==> src/rtl/rand_event_gen_if.sv <==
// Event-generator interface: groups the random input, control levels,
// acknowledge and the event outputs of rand_event_gen.
//   rnd       : 8-bit pseudo-random value, changes every clock
//   enable    : level, 1 = generate events
//   tick      : one-cycle game-tick strobe
//   ack       : consumer accepts the pending event
//   evt_valid : event pending
//   evt_lane  : lane of the pending event, stable while evt_valid = 1
//   evt_count : number of acknowledged events, wraps 255 -> 0
// modport master : the generator (drives evt_*)
// modport slave  : the consumer / stimulus side (drives rnd, enable, tick, ack)
interface rand_event_gen_if #(
    parameter int unsigned POS_W = 3
);
    logic [7:0]       rnd;
    logic             enable;
    logic             tick;
    logic             ack;
    logic             evt_valid;
    logic [POS_W-1:0] evt_lane;
    logic [7:0]       evt_count;

    modport master (
        input  rnd,
        input  enable,
        input  tick,
        input  ack,
        output evt_valid,
        output evt_lane,
        output evt_count
    );

    modport slave (
        output rnd,
        output enable,
        output tick,
        output ack,
        input  evt_valid,
        input  evt_lane,
        input  evt_count
    );
endinterface

==> src/rtl/rand_event_gen.sv <==
// rand_event_gen: turns a free-running 8-bit random stream into game events.
// After a random gap of game ticks, a random lane in 0..NUM_LANES-1 is chosen
// and held on a valid/ack handshake until the consumer takes it.
// Ports:
//   clk  : system clock
//   rst  : asynchronous, active-high reset
//   bus  : rand_event_gen_if.master (rnd, enable, tick, ack in;
//          evt_valid, evt_lane, evt_count out, all registered)
module rand_event_gen #(
    parameter int unsigned NUM_LANES = 6,
    parameter int unsigned POS_W     = 3,
    parameter int unsigned MIN_GAP   = 4,
    parameter int unsigned GAP_BITS  = 3,
    parameter int unsigned MAX_TRIES = 4,
    parameter int unsigned NO_REPEAT = 1
) (
    input  logic              clk,
    input  logic              rst,
    rand_event_gen_if.master  bus
);

    localparam int unsigned TRY_W = (MAX_TRIES > 1) ? $clog2(MAX_TRIES) : 1;

    // Elaboration-time sanity checks on the parameter set.
    if (NUM_LANES < 2 || NUM_LANES > (1 << POS_W)) begin : g_bad_lanes
        $error("rand_event_gen: NUM_LANES must be in 2..2**POS_W");
    end
    if (MIN_GAP < 1 || (MIN_GAP + (1 << GAP_BITS) - 1) > 255) begin : g_bad_gap
        $error("rand_event_gen: gap range must fit in 1..255");
    end
    if (MAX_TRIES < 1) begin : g_bad_tries
        $error("rand_event_gen: MAX_TRIES must be >= 1");
    end

    typedef enum logic [2:0] {
        ST_IDLE = 3'd0,
        ST_LOAD = 3'd1,
        ST_WAIT = 3'd2,
        ST_PICK = 3'd3,
        ST_PEND = 3'd4
    } state_e;

    state_e             state_q, state_d;
    logic [7:0]         gap_q, gap_d;
    logic [TRY_W-1:0]   tries_q, tries_d;
    logic [POS_W-1:0]   last_q, last_d;
    logic               have_last_q, have_last_d;
    logic               valid_q, valid_d;
    logic [POS_W-1:0]   lane_q, lane_d;
    logic [7:0]         count_q, count_d;

    logic [POS_W-1:0]   cand_c;
    logic               accept_c;
    logic               last_try_c;
    logic [POS_W-1:0]   fallback_c;
    logic [POS_W-1:0]   issue_lane_c;
    logic               issue_c;
    logic               rnd_unused_c;

    // Only the low lane bits and the top gap bits of rnd are consumed.
    assign rnd_unused_c = ^bus.rnd;

    // Candidate evaluation for the PICK state.
    always_comb begin
        cand_c     = bus.rnd[POS_W-1:0];
        accept_c   = (32'(cand_c) < NUM_LANES) &&
                     !((NO_REPEAT != 0) && have_last_q && (cand_c == last_q));
        last_try_c = (tries_q == TRY_W'(MAX_TRIES - 1));
        // Deterministic fallback: next lane after the last one, wrapping.
        if (!have_last_q) begin
            fallback_c = '0;
        end else if (last_q == POS_W'(NUM_LANES - 1)) begin
            fallback_c = '0;
        end else begin
            fallback_c = last_q + POS_W'(1);
        end
        issue_lane_c = accept_c ? cand_c : fallback_c;
        issue_c      = (state_q == ST_PICK) && (accept_c || last_try_c);
    end

    // State register.
    always_ff @(posedge clk or posedge rst) begin
        if (rst) begin
            state_q <= ST_IDLE;
        end else begin
            state_q <= state_d;
        end
    end

    // Next-state logic.
    always_comb begin
        state_d = state_q;
        unique case (state_q)
            ST_IDLE: begin
                if (bus.enable) state_d = ST_LOAD;
            end
            ST_LOAD: begin
                state_d = ST_WAIT;
            end
            ST_WAIT: begin
                // Disable wins over a coincident tick.
                if (!bus.enable) begin
                    state_d = ST_IDLE;
                end else if (bus.tick && (gap_q == 8'd1)) begin
                    state_d = ST_PICK;
                end
            end
            ST_PICK: begin
                if (issue_c) state_d = ST_PEND;
            end
            ST_PEND: begin
                if (bus.ack) state_d = bus.enable ? ST_LOAD : ST_IDLE;
            end
            default: begin
                state_d = ST_IDLE;
            end
        endcase
    end

    // Datapath / output next values.
    always_comb begin
        gap_d       = gap_q;
        tries_d     = tries_q;
        last_d      = last_q;
        have_last_d = have_last_q;
        valid_d     = valid_q;
        lane_d      = lane_q;
        count_d     = count_q;
        unique case (state_q)
            ST_LOAD: begin
                gap_d = 8'(MIN_GAP) + 8'(bus.rnd[7 -: GAP_BITS]);
            end
            ST_WAIT: begin
                if (!bus.enable) begin
                    gap_d = 8'd0;
                end else if (bus.tick) begin
                    gap_d = gap_q - 8'd1;
                    if (gap_q == 8'd1) tries_d = '0;
                end
            end
            ST_PICK: begin
                if (issue_c) begin
                    valid_d     = 1'b1;
                    lane_d      = issue_lane_c;
                    last_d      = issue_lane_c;
                    have_last_d = 1'b1;
                end else begin
                    tries_d = tries_q + TRY_W'(1);
                end
            end
            ST_PEND: begin
                if (bus.ack) begin
                    valid_d = 1'b0;
                    count_d = count_q + 8'd1;
                end
            end
            default: begin
            end
        endcase
    end

    // Datapath and output registers.
    always_ff @(posedge clk or posedge rst) begin
        if (rst) begin
            gap_q       <= 8'd0;
            tries_q     <= '0;
            last_q      <= '0;
            have_last_q <= 1'b0;
            valid_q     <= 1'b0;
            lane_q      <= '0;
            count_q     <= 8'd0;
        end else begin
            gap_q       <= gap_d;
            tries_q     <= tries_d;
            last_q      <= last_d;
            have_last_q <= have_last_d;
            valid_q     <= valid_d;
            lane_q      <= lane_d;
            count_q     <= count_d;
        end
    end

    assign bus.evt_valid = valid_q;
    assign bus.evt_lane  = lane_q;
    assign bus.evt_count = count_q;

endmodule

==> src/flat_wrapper.sv <==
// flat-port wrapper written by rule: the top's interface ports become plain ports
module rand_event_gen_flat 
#(
    parameter int unsigned NUM_LANES = 6,
    parameter int unsigned POS_W     = 3,
    parameter int unsigned MIN_GAP   = 4,
    parameter int unsigned GAP_BITS  = 3,
    parameter int unsigned MAX_TRIES = 4,
    parameter int unsigned NO_REPEAT = 1
)
  (clk, rst, bus_rnd, bus_enable, bus_tick, bus_ack, bus_evt_valid, bus_evt_lane, bus_evt_count);
  rand_event_gen_if #(.POS_W(POS_W)) bus_i ();
  input  logic clk;
  input  logic rst;
  input wire logic [$bits(bus_i.rnd)-1:0] bus_rnd;
  input wire logic [$bits(bus_i.enable)-1:0] bus_enable;
  input wire logic [$bits(bus_i.tick)-1:0] bus_tick;
  input wire logic [$bits(bus_i.ack)-1:0] bus_ack;
  output wire logic [$bits(bus_i.evt_valid)-1:0] bus_evt_valid;
  output wire logic [$bits(bus_i.evt_lane)-1:0] bus_evt_lane;
  output wire logic [$bits(bus_i.evt_count)-1:0] bus_evt_count;
  assign bus_i.rnd = bus_rnd;
  assign bus_i.enable = bus_enable;
  assign bus_i.tick = bus_tick;
  assign bus_i.ack = bus_ack;
  assign bus_evt_valid = bus_i.evt_valid;
  assign bus_evt_lane = bus_i.evt_lane;
  assign bus_evt_count = bus_i.evt_count;
  rand_event_gen #(.NUM_LANES(NUM_LANES), .POS_W(POS_W), .MIN_GAP(MIN_GAP), .GAP_BITS(GAP_BITS), .MAX_TRIES(MAX_TRIES), .NO_REPEAT(NO_REPEAT)) u_core (.clk(clk), .rst(rst), .bus(bus_i));
endmodule
==> config.mk <==
export PLATFORM = sky130hd
export DESIGN_NAME = rand_event_gen_flat
export DESIGN_NICKNAME = d
export VERILOG_FILES = /design/src/rtl/rand_event_gen_if.sv /design/src/rtl/rand_event_gen.sv /design/src/flat_wrapper.sv
export SDC_FILE = /design/constraint.sdc
export NUM_CORES = 1
export LEC_CHECK = 0
export CORE_UTILIZATION = 50
export DETAILED_ROUTE_END_ITERATION = 8
export PLACE_DENSITY = 0.86
export SLEW_MARGIN = 10
export SYNTH_ARGS = -nofsm -noshare
export SYNTH_HDL_FRONTEND = slang
export SYNTH_SLANG_ARGS = --single-unit
==> constraint.sdc <==
create_clock -name clk -period 2.59 [get_ports clk]
set_input_delay 0.3885 -clock clk [delete_from_list [all_inputs] [get_ports clk]]
set_output_delay 0.3885 -clock clk [all_outputs]
set_load 0.005 [all_outputs]
==> impl_metrics.csv <==
group,metric,value,unit
placement,port_buffers,22,
power,total_power,1.575,mW
sta,tightest_slew,0.5068,ns
clocking,htreeDepth,1,
grt,grt_pass1_wl,5057,um
sta,rsz0062_at_grt,"no",
synthesis,seq_area_frac_synth,0.4433,
grt,grt_max_degree,27,
finish,layout_common_cells,"dfrtp_1, clkdlybuf4s50_1, o21ai_0",
sta,drv_slew,0,
setup_path,regToRegSetupSlack,0.56,ns
clocking,postCtsHoldBufs,0,
synthesis,synth_edf_count,0,
placement,dpl.hpwl,2222,um
synthesis,async_flop_share,1.000,
synthesis,synth_ff_type,"dfrtp_1",
clocking,cts_buffer_depth,2,
finish,drive_gt1_frac,0.05000,
power,leakage,0.7330,nW
synthesis,syn_nets,172,
drt,drt_wl_total,2988,um
grt,antenna_found_initial,0,
floorplan,die_h,56.18,um
finish,finalNetCount,198,
synthesis,synth-seq-cells,26,
setup_path,r2r.worst_path.cells,5,
synthesis,synth_top_area_frac,0.4433,
grt,grt-ovfl-total,0,
placement,gp_congestion,0.8340,
clocking,clock_latency,0.32,ns
setup_path,crit_type,"flop to flop",
clocking,cts_tree,"built",
setup_path,cp_cell_sequence,"or4_1 -> a311oi_2 -> or2_1 -> mux2i_1 -> o2bb2ai_1",
setup_path,max_stage_delay,0.55,ns
sta,tns,0,ns
drt,post_drt_wl_per_cell,14.16,um
floorplan,ioPinCount,25,
floorplan,coreArea,2758,sq um
power,irDropWorstVdd,0.5841,mV
synthesis,syn_area_per_cell,9.469,sq um
sta,fmax,491.8,MHz
synthesis,synth_largest_area_cell,"dfrtp_1",
synthesis,synth_cells,155,
setup_path,setup.worst_path.start_class,"flop",
clocking,numCtsBuffers,3,
drt,drtPass1Iterations,6,
setup_path,crit_path_end_kind,"flop",
drt,antenna_left,0,
synthesis,synth_warnings,0,
setup_path,critPathTopFamily,"simple AND/OR/NAND/NOR gates",
grt,grt_pass1_vias,1163,
setup_path,cp_max_fo,10,
clocking,clock_sinks,26,
floorplan,die_w,56.18,um
finish,fillers,237,
sta,fin_worst_skew,0.003030,ns
sta,slew_headroom,0.6591,
drt,vias,1254,
sta,hold_violations,0,
synthesis,synth.distinct_cells,40,
finish,area_growth,19.35,%
sta,period_share,0.7850,
setup_path,worstPathArrival,2.24,ns
setup_path,r2r-end,"u_core.last_q[0]$_DFFE_PP0P_",
setup_path,critPathBufInv,0,
setup_path,slowest_stage,"or4_1",
sta,final-setup-viol-count,0,
setup_path,r2r_start,"u_core.last_q[1]$_DFFE_PP0P_",
floorplan,row_count,19,
floorplan,die_area,3156,sq um
synthesis,syn_area,1468,sq um
drt,routed_via_density,5.943,
finish,antenna_cells,0,
clocking,cts_resized,0,
min_path,hp-class,"input port to asynchronous set/reset pin",
clocking,clk_pin_slew_worst_paths,0.13,ns
clocking,post-cts-setup-buffers,0,
grt,grt.total_usage,0.2023,
sta,period_needed,2.033,ns
clocking,cts-root-buf,"clkbuf_4",
power,pwr_density_cell,899.0,nW/um^2
finish,final_common_cell,"dfrtp_1",
outcome,status,"finished, final reports clean",
setup_path,cp.required,2.80,ns
drt,drt-initial-drc-count,18,
job,drv_cap,0,
floorplan,initial_utilization,0.5322,
synthesis,synthTopCellsByArea,"dfrtp_1, o21ai_0, a21oi_1",
drt,drc_errors,0,
[power breakdown]
part | leakage [nW] | internal (mW) | total, mW | switching [mW]
combinational | 0.384 | 0.343 | 0.681 | 0.338
sequential | 0.328 | 0.525 | 0.694 | 0.169
clock | 0.0210 | 0.0860 | 0.200 | 0.114
[through the flow]
stage / utilization / hold WS (ns) / std cells / setup WS (ns) / instance area, sq um
2_1_floorplan: - / 0.4285 / 155 / 0.6904 / 1468
3_3_place_gp: 0.6221 / 0.4575 / 207 / 0.2742 / 1715
3_5_place_dp: 0.6221 / 0.4692 / 207 / 0.2525 / 1715
4_1_cts: 0.6352 / 0.4437 / 211 / 0.5548 / 1752
5_1_grt: 0.6352 / 0.4650 / 211 / 0.4668 / 1752
6_report: 0.6352 / 0.4323 / 211 / 0.5568 / 1752
[final cells by class]
class	count	area (sq um)	area share
clock buffer	4	36.28	0.02071
inverter	10	37.54	0.02143
multi-input combinational	116	753.2	0.4300
sequential	26	650.6	0.3714
tap	31	38.79	0.02214
timing repair buffer	24	235.2	0.1343
[logic make-up after synthesis]
| logic type | after synthesis | share of synthesized area |
|---|---|---|
| AND/OR/NAND/NOR | 56 | 0.2097 |
| AO/OA/AOI/OAI | 45 | 0.2003 |
| flip-flops | 26 | 0.4433 |
| buffers and inverters | 13 | 0.04348 |
| XOR/XNOR | 8 | 0.04774 |
| adder cells (fa/ha/maj) | 4 | 0.03410 |
| multiplexers | 3 | 0.02131 |
[worst max-delay path by stage]
stage	slack, ns	cells past startpoint	start	end
floorplan	0.69	7	u_core.last_q[1]$_DFFE_PP0P_	u_core.last_q[0]$_DFFE_PP0P_
global placement	0.27	6	bus_rnd[2]	u_core.last_q[1]$_DFFE_PP0P_
detailed placement	0.25	6	bus_rnd[2]	u_core.last_q[0]$_DFFE_PP0P_
CTS	0.55	5	u_core.last_q[1]$_DFFE_PP0P_	u_core.last_q[0]$_DFFE_PP0P_
global route	0.47	5	u_core.last_q[1]$_DFFE_PP0P_	u_core.last_q[1]$_DFFE_PP0P_
finish	0.56	5	u_core.last_q[1]$_DFFE_PP0P_	u_core.last_q[0]$_DFFE_PP0P_
[metal layers]
metal,vias to the layer above,global-route usage,wire (um)
met4,0,0.05923,19
li1,616,-,-
met3,2,0.03256,104
met2,27,0.3469,1458
met1,609,0.2637,1406
met5,-,0,0
[cell usage after synthesis (all sizes together), types with 6 or more instances]
cell and instances:
nor3 7, xnor2 6, a21oi 11, inv 10
o21ai 14, nand2b 8, dfrtp 26, nand2 8
nor2 9
[worst register-to-register path: stages (launching register included)]
cell and delay, ns:
dfrtp_1 0.50, or4_1 0.55, a311oi_2 0.33, or2_1 0.26
mux2i_1 0.20, o2bb2ai_1 0.09
[sequential cells by signal, indices dropped and copies added, names as in the netlist]
name                  count
u_core.tries_q            2
u_core.gap_q              8
u_core.bus.evt_count      8
u_core.state_q            3
u_core.last_q             3
u_core.have_last_q        1
u_core.bus.evt_valid      1
No activity file was read; power rests on OpenSTA's default activity.
